File: src/rtl/stopwatch_ctrl.sv
// Stopwatch run/pause/lap/clear controller with 100Hz prescaler and BCD MM:SS.CC time base.
// Optional lap capture is enabled by defining SW_LAP_EN.
module stopwatch_ctrl #(
    parameter int TICK_DIV = 500000,
    parameter int CNT_W    = 19
) (
    input  logic       CLK,
    input  logic       RST,
    input  logic       BTN_SS,
    input  logic       BTN_LAP,
    input  logic       BTN_CLR,
    output logic       EN100HZ,
    output logic       RUNNING,
    output logic       FROZEN,
    output logic [7:0] DISP_MIN,
    output logic [7:0] DISP_SEC,
    output logic [7:0] DISP_CS,
    output logic       OVF
);

`ifdef SW_LAP_EN
    typedef enum logic [2:0] {S_IDLE, S_RUN, S_PAUSE, S_LAP_RUN, S_LAP_PAUSE} state_t;
`else
    typedef enum logic [1:0] {S_IDLE, S_RUN, S_PAUSE} state_t;
`endif

    localparam logic [CNT_W-1:0] TICK_MAX = CNT_W'(TICK_DIV - 1);

    state_t           state_q, state_d;
    logic             prev_ss_q, prev_lap_q, prev_clr_q;
    logic [CNT_W-1:0] cnt_q, cnt_d;
    logic [7:0]       min_q, min_d, sec_q, sec_d, cs_q, cs_d;
    logic             ovf_q, ovf_d;
    logic             ev_ss, ev_lap, ev_clr;
    logic             clr_acc, running, tick;
    logic [8:0]       cs_inc, sec_inc, min_inc;

    // Returns {carry, next}; wraps to 00 after reaching lim.
    function automatic logic [8:0] bcd_inc(input logic [7:0] v, input logic [7:0] lim);
        if (v == lim)
            return 9'h100;
        else if (v[3:0] == 4'd9)
            return {1'b0, v[7:4] + 4'd1, 4'd0};
        else
            return {1'b0, v[7:4], v[3:0] + 4'd1};
    endfunction

    // One event per cycle: a higher-priority edge swallows lower ones even if it is ignored.
    always_comb begin
        ev_clr = BTN_CLR & ~prev_clr_q;
        ev_ss  = BTN_SS & ~prev_ss_q & ~ev_clr;
        ev_lap = BTN_LAP & ~prev_lap_q & ~ev_clr & ~(BTN_SS & ~prev_ss_q);
    end

    always_comb begin
        state_d = state_q;
        clr_acc = 1'b0;
        case (state_q)
            S_IDLE: begin
                if (ev_ss)
                    state_d = S_RUN;
                else if (ev_clr)
                    clr_acc = 1'b1;
            end
            S_RUN: begin
                if (ev_ss)
                    state_d = S_PAUSE;
`ifdef SW_LAP_EN
                else if (ev_lap)
                    state_d = S_LAP_RUN;
`endif
            end
            S_PAUSE: begin
                if (ev_ss) begin
                    state_d = S_RUN;
                end else if (ev_clr) begin
                    state_d = S_IDLE;
                    clr_acc = 1'b1;
                end
            end
`ifdef SW_LAP_EN
            S_LAP_RUN: begin
                if (ev_lap)
                    state_d = S_RUN;
                else if (ev_ss)
                    state_d = S_LAP_PAUSE;
            end
            S_LAP_PAUSE: begin
                if (ev_lap) begin
                    state_d = S_PAUSE;
                end else if (ev_ss) begin
                    state_d = S_LAP_RUN;
                end else if (ev_clr) begin
                    state_d = S_IDLE;
                    clr_acc = 1'b1;
                end
            end
`endif
            default: state_d = S_IDLE;
        endcase
    end

`ifdef SW_LAP_EN
    assign running = (state_q == S_RUN) || (state_q == S_LAP_RUN);
`else
    assign running = (state_q == S_RUN);
`endif
    assign tick = running && (cnt_q == TICK_MAX);

    always_comb begin
        cs_inc  = bcd_inc(cs_q, 8'h99);
        sec_inc = bcd_inc(sec_q, 8'h59);
        min_inc = bcd_inc(min_q, 8'h59);
        cnt_d   = cnt_q;
        cs_d    = cs_q;
        sec_d   = sec_q;
        min_d   = min_q;
        ovf_d   = ovf_q;
        if (clr_acc) begin
            cnt_d = '0;
            cs_d  = 8'h00;
            sec_d = 8'h00;
            min_d = 8'h00;
            ovf_d = 1'b0;
        end else if (tick) begin
            cnt_d = '0;
            cs_d  = cs_inc[7:0];
            if (cs_inc[8]) begin
                sec_d = sec_inc[7:0];
                if (sec_inc[8]) begin
                    min_d = min_inc[7:0];
                    if (min_inc[8])
                        ovf_d = 1'b1;
                end
            end
        end else if (running) begin
            cnt_d = cnt_q + CNT_W'(1);
        end
    end

    // History regs reset high so a button held through reset needs a fresh press.
    always_ff @(posedge CLK) begin
        if (RST) begin
            state_q    <= S_IDLE;
            prev_ss_q  <= 1'b1;
            prev_lap_q <= 1'b1;
            prev_clr_q <= 1'b1;
        end else begin
            state_q    <= state_d;
            prev_ss_q  <= BTN_SS;
            prev_lap_q <= BTN_LAP;
            prev_clr_q <= BTN_CLR;
        end
    end

    always_ff @(posedge CLK) begin
        if (RST) begin
            cnt_q <= '0;
            cs_q  <= 8'h00;
            sec_q <= 8'h00;
            min_q <= 8'h00;
            ovf_q <= 1'b0;
        end else begin
            cnt_q <= cnt_d;
            cs_q  <= cs_d;
            sec_q <= sec_d;
            min_q <= min_d;
            ovf_q <= ovf_d;
        end
    end

`ifdef SW_LAP_EN
    logic [7:0] lap_min_q, lap_min_d, lap_sec_q, lap_sec_d, lap_cs_q, lap_cs_d;
    logic       lap_load;

    // Capture the pre-tick live value; a coincident tick shows on the live counters only.
    always_comb begin
        lap_load  = (state_q == S_RUN) && (state_d == S_LAP_RUN);
        lap_min_d = lap_min_q;
        lap_sec_d = lap_sec_q;
        lap_cs_d  = lap_cs_q;
        if (clr_acc) begin
            lap_min_d = 8'h00;
            lap_sec_d = 8'h00;
            lap_cs_d  = 8'h00;
        end else if (lap_load) begin
            lap_min_d = min_q;
            lap_sec_d = sec_q;
            lap_cs_d  = cs_q;
        end
    end

    always_ff @(posedge CLK) begin
        if (RST) begin
            lap_min_q <= 8'h00;
            lap_sec_q <= 8'h00;
            lap_cs_q  <= 8'h00;
        end else begin
            lap_min_q <= lap_min_d;
            lap_sec_q <= lap_sec_d;
            lap_cs_q  <= lap_cs_d;
        end
    end

    assign FROZEN   = (state_q == S_LAP_RUN) || (state_q == S_LAP_PAUSE);
    assign DISP_MIN = FROZEN ? lap_min_q : min_q;
    assign DISP_SEC = FROZEN ? lap_sec_q : sec_q;
    assign DISP_CS  = FROZEN ? lap_cs_q  : cs_q;
`else
    logic lap_unused;
    assign lap_unused = ev_lap;
    assign FROZEN     = 1'b0;
    assign DISP_MIN   = min_q;
    assign DISP_SEC   = sec_q;
    assign DISP_CS    = cs_q;
`endif

    assign EN100HZ = tick;
    assign RUNNING = running;
    assign OVF     = ovf_q;

endmodule

File: config.mk
export PLATFORM = sky130hd
export DESIGN_NAME = stopwatch_ctrl
export DESIGN_NICKNAME = d
export VERILOG_FILES = /design/src/rtl/stopwatch_ctrl.sv
export SDC_FILE = /design/constraint.sdc
export NUM_CORES = 1
export LEC_CHECK = 0
export ABC_AREA = 0
export BUFFER_PORTS_ARGS = -buffer_cell sky130_fd_sc_hd__buf_4
export CAP_MARGIN = 10
export CORE_MARGIN = 4
export CORE_UTILIZATION = 32
export DETAILED_ROUTE_END_ITERATION = 10
export GPL_ROUTABILITY_DRIVEN = 0
export GPL_TIMING_DRIVEN = 0
export SYNTH_ARGS = -nofsm -noshare
export SYNTH_HDL_FRONTEND = slang
export SYNTH_SLANG_ARGS = --single-unit
File: constraint.sdc
create_clock -name CLK -period 1.7 [get_ports CLK]
set_input_delay 0.255 -clock CLK [delete_from_list [all_inputs] [get_ports CLK]]
set_output_delay 0.255 -clock CLK [all_outputs]
set_load 0.005 [all_outputs]
Yosys cells after proc, flatten, opt, wreduce, memory -nomap -nowiden --
Cells that the tools add are included.
Operators by class: add/subtract/negate cells 7, multipliers 0, div/mod/pow operators 0, order comparisons 0, eq/ne operators 12, shift-type cells 0, muxes and demuxes 14, bitwise operators 6, reductions and logical operators 15
Operators by type and width (number):
- $mux W9 | 3
- $add A4 B1 Y4 const B | 6
- $mux W8 | 3
- $add A19 B1 Y19 const B | 1
- $eq A19 B19 Y1 const B | 1
- $eq A8 B7 Y1 const B | 2
- $eq A4 B4 Y1 const B | 3
- $reduce_and A3 Y1 | 3
- $eq A8 B8 Y1 const B | 1
- $mux W2 | 4
- $reduce_and A4 Y1 | 2
- $pmux W2 S3 | 1
- $reduce_bool A2 Y1 | 3
- $ne A2 B2 Y1 const B | 2
- $reduce_and A2 Y1 | 2
- $reduce_or A2 Y1 | 2
- $and A1 B1 Y1 | 3
- $mux W1 | 3
- $ne A3 B3 Y1 const B | 1
- $not A1 Y1 | 3
- $reduce_or A3 Y1 | 1
- $eq A2 B1 Y1 const B | 1
- $eq A2 B2 Y1 const B | 1
- $logic_not A2 Y1 | 1
- $logic_and A1 B1 Y1 | 1
Storage, ports and cells: register bits after elaboration 48, bits in latches 0, RAM bits 0, ROM bits 0, input bits 5, word-level logic and storage cells 65, memories kept 0

Depth between registers and ports, before layout --
depth after elaboration 7, gate-level depth with buffers 9, depth with buffers taken out 7

Worst setup path after synthesis --
Ideal clock, no wire load.
path kind reg-to-reg, from register cs_q[0], in the netlist DISP_CS[0], to register min_q[1], in the netlist DISP_MIN[1], arrival time 1802 ps, data required time 1634 ps, path slack -168 ps, stages on the path, launching flop included 8, period minus slack after synthesis 1868 ps, path through dfxtp_1 ha_1 nand3b_1 nor4_4 nand4_2 buf_6 or3_4 a21oi_2
Between the ends: longest elaborated chain between the ends 3
RTL lines:
- start, declared | RTL line 32 | logic [7:0] min_q, min_d, sec_q, sec_d, cs_q, cs_d;
- start signal, assigned | RTL line 165 | cs_q <= cs_d;
- $eq A8 B8 Y1 | RTL line 40 | if (v == lim)
- $mux W9 | RTL line 40
- $reduce_and A3 Y1 (no source line)
- end signal, assigned | RTL line 167 | min_q <= min_d;
- end, declared | RTL line 32
Every way passes these cells. A chain may end at the register's enable or synchronous reset.

Worst setup path in the final report --
from register cnt_q[12], to output port EN100HZ
Between the ends: longest elaborated chain between the ends 2
RTL lines:
- start, declared | RTL line 31 | logic [CNT_W-1:0] cnt_q, cnt_d;
- start signal, assigned | RTL line 164 | cnt_q <= cnt_d;
- $eq A19 B19 Y1 | RTL line 108 | assign tick = running && (cnt_q == TICK_MAX);
- $logic_and A1 B1 Y1 | RTL line 108
- end, declared | RTL line 12 | output logic EN100HZ,
Every way passes these cells.

==> flow_summary.yaml <==
sta:
  post-route-min-period_ns: 1.87
  period_share_pct: 110
  rsz0062_at_grt: "yes"
  max_slew_margin_pct: 46.6
  fmax_mhz: 535
  setup-violations-final: 23
  worstMarginPinSlew_ns: 0.800
  drv_slew: 0
  whs_ns: 0.141
  finalHoldViolCount: 0
  setup_ws_ns: -0.171
  clock_skew_ns: 0.0142
die:
  core_area_um2: 7410
  dieHeight_um: 96.1
  die_area_um2: 9240
  die_w_um: 96.1
  rows: 31
  io_pins: 33
  start_util_pct: 33.5
clock_tree:
  cts_sinks: 48
  tritoncts: "done"
  clock_latency_ns: 0.31
  path_clk_slew_ns: 0.08
  ctsHoldBuffers: 0
  cts_made_buffers: 5
  htree_levels: 2
  clk_path_buf_depth: 2
  root_buffer: "clkbuf_8"
worst_setup_path:
  cpMaxStageDelayCell: "dfxtp_2"
  critical_path_buf_inv_count: 2
  required_ns: 1.44
  slowest_delay_ns: 0.34
  start_kind: "flop"
  cp_max_fo: 5
  cp_cell_sequence: "nor4b_4 > and4_4 > buf_8 > and3_4 > buf_6"
  path_class: "flop to output pin"
  cp-end-kind: "output pin"
  cp.arrival_ns: 1.62
  cp_top_family: "simple AND/OR/NAND/NOR gates"
detailed_routing:
  wl_met3_um: 203
  drt-met1-wl_mm: 2.73
  drt-vias-per-instance: 4.93
  drc: 0
  drt_iter0_drc: 67
  route.detailed.wl_per_inst_um: 12.9
  vias: 2209
  dr.pass1.iters: 4
  wirelength_mm: 5.79
  ant_nets: 0
  highest_layer: "met4"
  wl_met2_mm: 2.75
run_status:
  failed_checks: "negative setup slack"
  status: "finished with violations"
yosys:
  ys_seq_area_share_pct: 38.7
  ys_warn_count: 0
  yosys.area.top_type: "dfxtp_1"
  synth_most_common_cell: "dfxtp_1"
  synth_area_um2: 2480
  avgSynthCellArea_um2: 8.71
  synth_area_leaders: "dfxtp_1 (39%), ha_1 (6.5%), nor2_1 (5.3%)"
  synth_ff_type: "dfxtp_1"
  synth.distinct_cells: 49
  synthArstFlopShare_pct: 0
  yosys.area.top_type_share_pct: 38.7
  synth_edf_count: 0
  synth_cells: 285
  ys_ff_latch: 48
  synthTopCellsByCount: "dfxtp_1 (48), nor2_1 (35), a21oi_1 (24), nand2_1 (24), inv_1 (15)"
  syn_nets: 303
power:
  ir_drop_mv: 0.330
  power.density_nw_per_um2: 591
  totalPowerFinal_mw: 2.04
  leakagePower_nw: 1.34
finish:
  design_area_um2: 3440
  n_antenna_cell: 0
  stdcell_count: 448
  drive_gt1_share_pct: 37.0
  syn_to_final_growth_pct: 38.6
  fin_nets: 366
placement:
  placed_cell_area_um2: 2860
  dp_hpwl_mm: 3.61
  dp.cells: 414
  portBuffers: 30
global_route:
  antenna_found_initial: 0
  grt_max_degree: 19
  grt_pass1_vias: 1949
  grt_pass1_wl_mm: 8.86
  grtUsageTotal_pct: 12.0
  grt_overflow_total: 0
job:
  drv_cap: 0
min_path:
  min_path_type: "input pin to flop"
[stage by stage]
step	util, %	setup WS, ns	TNS [ns]
after floorplan	-	-0.145	-0.958
after global placement	38.6	-0.386	-9.81
after detailed placement	38.6	-0.410	-10.21
after CTS	42.9	-0.145	-1.40
after global routing	46.5	-0.240	-5.10
final	46.5	-0.171	-1.91
[worst paths after layout]
| path | start | endpoint | slack (ns) | depth (start not counted) |
|---|---|---|---|---|
| max | cnt_q[12] | EN100HZ | -0.17 | 5 |
| min | BTN_SS | prev_ss_q | 0.14 | 2 |
| max reg2reg | cnt_q[12] | DISP_CS[2] | -0.13 | 7 |
| min reg2reg | OVF | OVF | 0.50 | 1 |
[area by class of cell]
cell class                      count  area, um^2
Fill cell                         701        3970
Multi-Input combinational cell    217        1680
Sequential cell                    48         992
Timing Repair Buffer               53         420
Tap cell                           99         124
Clock buffer                        6        72.6
Buffer                              7        60.1
Inverter                           16        60.1
Clock inverter                      2        35.0
[timing repair]
action                                  in CTS  in global routing
endpoints found under the setup margin      44                 44
buffers inserted                            14                  7
hold endpoints to repair                     0                  0
gates resized for setup                     28                 38
gates cloned                                 2                  4
pin swaps                                   14                  8
[logic make-up after synthesis]
logic type | share of synthesized area [%]
compound gates | 8.67
xor+xnor | 6.35
fa+ha+maj | 6.55
buf+inv | 4.79
flops | 38.7
mux | 0.806
other cells | 0.151
simple gates | 34.0
[layout by cell type (no fill, tap or decap), types with 3 or more instances in the layout]
master,synthesis,final
clkbuf_8,0,5
dfxtp_1,48,35
dfxtp_2,0,7
nand2_8,0,3
xnor2_1,9,9
and3_1,4,3
buf_4,1,48
xor2_1,9,9
or3_1,11,8
clkbuf_1,2,3
inv_2,1,3
nor2_2,0,4
nor4_4,1,3
o21ai_0,14,13
nand2_1,24,23
nor3_1,4,4
nand3b_1,3,3
inv_1,15,13
nor2_1,35,31
buf_6,3,6
or4_1,8,6
nand4_1,5,5
nand4_4,1,4
or2_2,3,3
ha_4,0,3
a21oi_2,1,6
nand3_1,9,8
a21oi_1,24,19
ha_1,13,10
dfxtp_4,0,6
or3_4,1,4
[power by group]
group / switching [mW] / internal (mW)
Clock: 0.395 / 0.437
Sequential: 0.00440 / 1.12
Combinational: 0.0519 / 0.0284
Total: 0.451 / 1.58
[per-layer routing]
metal  GRT usage, %  up-vias
li1               -     1118
met1           15.4     1049
met2           19.5       34
met3           2.35        8
met4           5.33        0
met5              0        -
[registers in the layout, indices dropped and copies added (netlist names)]
name	cells
state_q	2
DISP_CS	8
DISP_SEC	8
cnt_q	19
DISP_MIN	8
OVF	1
prev_ss_q	1
prev_clr_q	1
Power figures use the tool's default switching activity.
